[src/rtl/spi_master_ctrl.sv]
// spi_master_ctrl: SPI master transfer sequencer generating SCK, SS_n and shifter strobes
// Ports: clk/rst_n clock and async active-low reset; SPE enable; CPOL/CPHA mode;
// Clk_div sets SCK half-period (Clk_div+1 clks); Start/SPIF_clr requests; SCK/SS_n serial
// outputs; Sample_clk/Shift_clk/SPDR_wr_en/shifter_en drive the shifter; SPIF/WCOL/Busy status.
module spi_master_ctrl #(
    parameter int DWIDTH = 8,
    parameter int DIV_W  = 8
) (
    input  logic             clk,
    input  logic             rst_n,
    input  logic             SPE,
    input  logic             CPOL,
    input  logic             CPHA,
    input  logic [DIV_W-1:0] Clk_div,
    input  logic             Start,
    input  logic             SPIF_clr,
    output logic             SCK,
    output logic             SS_n,
    output logic             Sample_clk,
    output logic             Shift_clk,
    output logic             shifter_en,
    output logic             SPDR_wr_en,
    output logic             SPIF,
    output logic             WCOL,
    output logic             Busy
);
    localparam int EW = $clog2(2 * DWIDTH) + 1;
    localparam int BW = $clog2(DWIDTH) + 1;
    localparam logic [EW-1:0] LAST = EW'(2 * DWIDTH);
    typedef enum logic [1:0] {IDLE, SETUP, XFER, DONE} state_t;
    state_t           state_q, state_d;
    logic [DIV_W-1:0] cnt_q, cnt_d, div_q, div_d;
    logic [EW-1:0]    edges_q, edges_d, nxt_edge;
    logic [BW-1:0]    bits_q, bits_d;
    logic             cpol_q, cpol_d, cpha_q, cpha_d, sck_q, sck_d;
    logic             sample_q, sample_d, shift_q, shift_d, wr_q, wr_d;
    logic             spif_q, spif_d, wcol_q, wcol_d;
    logic             lead, tick;
    always_ff @(posedge clk or negedge rst_n) begin
        if (!rst_n) begin
            state_q  <= IDLE;
            cnt_q    <= '0;
            div_q    <= '0;
            edges_q  <= '0;
            bits_q   <= '0;
            cpol_q   <= 1'b0;
            cpha_q   <= 1'b0;
            sck_q    <= 1'b0;
            sample_q <= 1'b0;
            shift_q  <= 1'b0;
            wr_q     <= 1'b0;
            spif_q   <= 1'b0;
            wcol_q   <= 1'b0;
        end else begin
            state_q  <= state_d;
            cnt_q    <= cnt_d;
            div_q    <= div_d;
            edges_q  <= edges_d;
            bits_q   <= bits_d;
            cpol_q   <= cpol_d;
            cpha_q   <= cpha_d;
            sck_q    <= sck_d;
            sample_q <= sample_d;
            shift_q  <= shift_d;
            wr_q     <= wr_d;
            spif_q   <= spif_d;
            wcol_q   <= wcol_d;
        end
    end
    always_comb begin
        state_d  = state_q;
        cnt_d    = cnt_q;
        div_d    = div_q;
        edges_d  = edges_q;
        bits_d   = bits_q;
        cpol_d   = cpol_q;
        cpha_d   = cpha_q;
        sck_d    = sck_q;
        sample_d = 1'b0;
        shift_d  = 1'b0;
        wr_d     = 1'b0;
        nxt_edge = edges_q + 1'b1;
        lead     = nxt_edge[0];
        tick     = cnt_q == div_q;
        spif_d   = SPIF_clr ? 1'b0 : spif_q;
        // a set always beats a simultaneous clear
        wcol_d   = (Start && state_q != IDLE) ? 1'b1 : SPIF_clr ? 1'b0 : wcol_q;
        if (state_q != IDLE && !SPE) begin
            state_d = IDLE;
            sck_d   = CPOL;
        end else if (state_q == IDLE) begin
            sck_d = CPOL;
            if (Start && SPE) begin
                state_d = SETUP;
                cpol_d  = CPOL;
                cpha_d  = CPHA;
                div_d   = Clk_div;
                cnt_d   = '0;
                edges_d = '0;
                bits_d  = '0;
                // CPHA=0 needs the MSB on the line before the first edge
                shift_d = !CPHA;
            end
        end else if (state_q == DONE) begin
            state_d = IDLE;
        end else begin
            cnt_d = tick ? '0 : cnt_q + 1'b1;
            if (tick && edges_q == LAST) begin
                state_d = DONE;
                wr_d    = 1'b1;
                spif_d  = 1'b1;
            end else if (tick) begin
                state_d  = XFER;
                edges_d  = nxt_edge;
                sck_d    = cpol_q ^ lead;
                sample_d = cpha_q ? !lead : lead;
                // no shift after the final trailing edge: nothing is left to present
                shift_d  = cpha_q ? lead : (!lead && nxt_edge != LAST);
                bits_d   = bits_q + BW'(sample_d);
            end
        end
    end
    assign SCK        = sck_q;
    assign SS_n       = !(state_q == SETUP || state_q == XFER);
    assign Busy       = state_q != IDLE;
    assign shifter_en = Busy;
    assign Sample_clk = sample_q;
    assign Shift_clk  = shift_q;
    assign SPDR_wr_en = wr_q;
    assign SPIF       = spif_q;
    assign WCOL       = wcol_q;
endmodule

[config.mk]
export PLATFORM = sky130hd
export DESIGN_NAME = spi_master_ctrl
export DESIGN_NICKNAME = d
export VERILOG_FILES = /design/src/rtl/spi_master_ctrl.sv
export SDC_FILE = /design/constraint.sdc
export NUM_CORES = 1
export LEC_CHECK = 0
export BUFFER_PORTS_ARGS = -buffer_cell sky130_fd_sc_hd__buf_2
export CAP_MARGIN = 10
export CORE_ASPECT_RATIO = 1.25
export CORE_UTILIZATION = 35
export CTS_BUF_LIST = sky130_fd_sc_hd__clkbuf_16
export DETAILED_ROUTE_END_ITERATION = 16
export PLACE_DENSITY_LB_ADDON = 0.15
export SLEW_MARGIN = 5
export SYNTH_ARGS = -nofsm -noshare
export SYNTH_HDL_FRONTEND = slang
export SYNTH_SLANG_ARGS = --single-unit
[constraint.sdc]
create_clock -name clk -period 5.07 [get_ports clk]
set_input_delay 1.014 -clock clk [delete_from_list [all_inputs] [get_ports clk]]
set_output_delay 1.014 -clock clk [all_outputs]
set_load 0.01 [all_outputs]
# Word level (Yosys, flattened, before mapping)
# Cells that the tools add are included.
[classes] add_sub_neg=2 n_eq_ne=12 n_mux=44 bitwise=2 n_reduce_logical=21
[ops] op="$mux 8" n=4
[ops] op="$mux 1" n=29
[ops] op="$mux 5" n=5
[ops] op="$mux 2" n=6
[ops] op="$reduce_and 3->1" n=3
[ops] op="$add 8x1->8 const B" n=1
[ops] op="$eq 8x8->1" n=1
[ops] op="$ne 3x3->1 const B" n=2
[ops] op="$reduce_bool 2->1" n=3
[ops] op="$add 5x1->5 const B" n=1
[ops] op="$eq 5x5->1 const B" n=1
[ops] op="$logic_and 1x1->1" n=5
[ops] op="$ne 5x5->1 const B" n=1
[ops] op="$reduce_and 5->1" n=1
[ops] op="$reduce_bool 5->1" n=1
[ops] op="$eq 2x2->1 const B" n=2
[ops] op="$logic_not 1->1" n=4
[ops] op="$ne 2x2->1 const B" n=2
[ops] op="$ne 3x2->1 const B" n=1
[ops] op="$reduce_bool 3->1" n=1
[ops] op="$eq 2x1->1 const B" n=1
[ops] op="$logic_not 2->1" n=1
[ops] op="$ne 2x1->1 const B" n=1
[ops] op="$reduce_and 2->1" n=1
[ops] op="other kinds (3)" n=3
[word_totals] regBits=31 inputBits=15 wordCells=93

# Depth between registers and ports, before layout
[depth] ltp_word=9 depth_mapped=8

# Worst setup path before layout
# Ideal clock, no wire load.
[synth_timing] kind="reg2out" start="register state_q[0]" end="output shifter_en" arrival_ns=1.150 required_time_ns=4.056 slack_ns=2.906 stages_incl_launch_ff=5 path_buffers=1 path_cell_list="dfrtp_1 -> inv_1 -> ha_1 -> clkinv_1 -> buf_4"
[synth_between] elab_chain_len=1
[synth_lines] item="start, declared" line="31" rtl="state_t state_q, state_d;"
[synth_lines] item="start signal, assigned" line="55" rtl="state_q <= state_d;"
[synth_lines] item="$reduce_bool 2->1" line="125" rtl="assign Busy = state_q != IDLE;"
[synth_lines] item="end, declared" line="21" rtl="output logic shifter_en,"
# No other way between the ends.

# Worst setup path after layout
[layout_timing] start="register state_q[0]" end="output Busy"
[layout_between] elab_chain_len=1
[layout_lines] item="$reduce_bool 2->1" line="125"
[layout_lines] item="end, declared" line="25" rtl="output logic Busy"
# No other way between the ends.

==> metrics.cfg <==
[global_routing]
antenna_found_initial = 0
grtUsageMet1 = 0.166
grt_max_degree = 32
leftover_overflow_at_the_end_of_global_routing = 0
grt.busiest_layer = met2
track_usage = 0.159
number_of_global_route_vias_before_repair = 1281
grt.met2_usage = 0.277
grt_use_met3 = 0.0503
grt_pass1_wl_um = 5950

[placed_design]
dp.final_hpwl_um = 2520
io_buffers = 23
gp_routability_congestion = 0.831
dpl_worst_slack_ns = 2.71

[yosys]
synth.area.top_cells = dfrtp_1 47%, mux2_2 6.8%, xnor2_1 6.4%
synth_flop_cell = dfrtp_1
synth_top_cell_by_area = dfrtp_1
syn-mean-instance-area_um2 = 10.6
synthesis.yosys.warnings = 0
largest_family_of_logic_cells_by_synthesized_area = simple AND/OR/NAND/NOR gates
synth_adder_area_share = 0.0455
synth_simple_gate_area_share = 0.166
synth_cells = 156
post_synth_num_cell_types = 41
postSynth.asyncResetShare = 1.00
synth_area_mm2 = 0.00165
share_of_cell_area_taken_by_muxes_after_synthesis = 0.0804
synth-edff-count = 0
post-synth-top-count-cell = dfrtp_1
synth.net_count = 177
synth_compound_area_frac = 0.105
share_of_the_yosys_chip_area_belonging_to_registers = 0.470
ys_ff_latch = 31
yosys-top-cells-count = 31 x dfrtp_1, 12 x xnor2_1, 11 x nor2_1
yosysTopAreaCellShare = 0.470
synth_xor_xnor_area_share = 0.0956

[clock_tree]
cts_hold_buf = 0
cts_tree = yes
cts.sink_count = 31
numCtsBuffers = 5
deepest_level_of_the_cts_h_tree = 2
clkLatencyLatePin_ns = 0.28
clk_pin_slew_ns = 0.05
clock_tree.root_cell = clkbuf_16
cts_buffer_depth = 2
cts_setup_buffers = 0
resized_gates_after_cts = 0

[floorplanning]
coreArea_mm2 = 0.00446
fp.dieArea_mm2 = 0.00499
die-height_um = 78.7
design.portCount = 24
chipWidth_um = 63.4
initial_utilization = 0.370
placementRows = 27

[timing]
report.final.slew_viol_count = 0
setup_tns_ns = 0
rsz0062_at_grt = no
final_period_minus_worst_setup_slack_ns = 2.67
finalWorstSetupSlack_ns = 2.40
final-setup-viol-count = 0
finalClockSkew_ns = 0.00773
worst_slew_margin_rel = 0.544
min_period_over_period = 0.526
worst_slew_pin_slew_ns = 0.684
timing.final.hold_violations = 0
clock.fmax_ghz = 0.375

[run_status]
outcome = finished, final reports clean

[worst_setup_path]
arrival_ns = 1.65
max_stage_delay_ns = 0.40
timing.reg2reg.worst_path_depth = 7
setup.worst_path.class = reg2out
worst_path_max_delay_cell = dfrtp_1
cp-end-kind = primary output
cp-startpoint = state_q[0]$_DFFE_PN0P_
cp.required_ns = 4.06
cp_cell_sequence = inv_1 -> ha_1 -> clkinv_1 -> buf_2
critical_path_peak_fanout = 10
regToRegStartpoint = state_q[0]$_DFFE_PN0P_
r2r_slack_ns = 2.98
worst_setup_sp_type = register
regToRegEndpoint = cnt_q[7]$_DFFE_PN0P_

[pwr]
power.share.clock = 0.295
worst_ir_drop_vdd_mv = 0.220
p_seq_frac = 0.400
power.combinational.fraction = 0.305
power.internal_w = 0.000619
power-per-cell-area_mw_per_mm2 = 477
power.net_switching_w = 0.000314
power_switching_share = 0.336
post-layout-total-power_w = 0.000932
lkg_pwr_nw = 0.894

[route]
via_per_inst = 5.12
drt_first_iter_violations = 47
final_antenna_net_count = 0
drt_first_pass_iters = 4
wire_length_reported_by_the_detailed_router_um = 3450
drc = 0
detailed_route_wire_length_per_cell_um = 14.3
detailroute.via_count = 1235

[final_layout]
post_route_cells_drive_above_1_share = 0.246
fillerInstances = 447
antenna_cells = 0
nNetsFinal = 203
layout-area-overhead-vs-synth_pct = 18.5
finish.utilization = 0.438

[hold_path]
min-delay-path-class = reg2reg
hold_path_startpoint = WCOL$_DFFE_PN0P_
hold_path_end = WCOL$_DFFE_PN0P_
holdPathStages = 1

[job]
maxCapViolations = 0

==> power by group through the flow <==
stage / Sequential (W) / Clock (W) / Combinational [W]
finish: 0.000373 / 0.000275 / 0.000284
global route: 0.000383 / 0.000292 / 0.000318
CTS: 0.000374 / 0.000284 / 0.000287
detailed placement: 0.000379 / 0 / 0.000286
global placement: 0.000375 / 0 / 0.000277
floorplan: 0.000359 / 0 / 0.000222
==> registers in the layout, summed over array words and instances, names as in the netlist <==
name / count
cpol_q: 1
Shift_clk: 1
SPIF: 1
WCOL: 1
state_q: 2
SCK: 1
Sample_clk: 1
SPDR_wr_en: 1
cpha_q: 1
div_q: 8
edges_q: 5
cnt_q: 8
==> routing by layer <==
layer  part of all wire  routed length [um]
met1               0.41                1400
met2               0.52                1800
met3              0.037                 129
met4              0.034                 117
met5                  0                   0
==> cell usage in the layout, fill, tap and decap left out, drive strengths merged, types with 3 or more instances in the layout <==
master	synthesis	routed
a31oi	4	4
buf	2	23
xor2	6	6
inv	10	12
o21ai	8	8
mux2	10	10
nand2	11	11
dfrtp	31	31
xnor2	12	12
nor2	11	11
a22o	3	3
nand4	4	4
ha	6	6
nor3	3	3
clkbuf	2	5
nand3	7	7
==> worst max-delay path by stage <==
stage,end,depth (start not counted)
after global routing,Busy,4
final,Busy,4
after global placement,cnt_q[7]$_DFFE_PN0P_,6
after detailed placement,cnt_q[7]$_DFFE_PN0P_,6
after floorplan,shifter_en,4
after CTS,Busy,4
==> final cells by class <==
class / instances / area, um2 / area share
Clock buffer: 5 / 125 / 0.0640
Clock inverter: 3 / 12.5 / 0.00640
Inverter: 11 / 41.3 / 0.0211
Multi-Input combinational cell: 110 / 812 / 0.415
Sequential cell: 31 / 776 / 0.397
Tap cell: 58 / 72.6 / 0.0371
Timing Repair Buffer: 23 / 115 / 0.0589
==> stage by stage <==
step / cell area [um2] / hold slack, ns / cells
global placement: 1820 / 0.489 / 233
detailed placement: 1820 / 0.505 / 233
finish: 1950 / 0.516 / 241
CTS: 1950 / 0.517 / 241
floorplan: 1650 / 0.472 / 156
global route: 1950 / 0.543 / 241
==> logic make-up (layout without fill, tap and decap cells) <==
| family | count (synthesis) | after routing |
|---|---|---|
| adder cells (fa/ha/maj) | 6 | 6 |
| XOR/XNOR | 18 | 18 |
| AO/OA/AOI/OAI | 25 | 25 |
| AND/OR/NAND/NOR | 49 | 49 |
| flip-flops | 31 | 31 |
| buffers and inverters | 15 | 42 |
| multiplexers | 12 | 12 |
==> worst max-delay path, delay by kind of cell, from the launching register on <==
kind	cells	cell delay (ns)
adders and majority gates	1	0.28
buffers and inverters	3	0.69
DFF	1	0.40
Note: power is estimated with default switching activity, not from simulation.
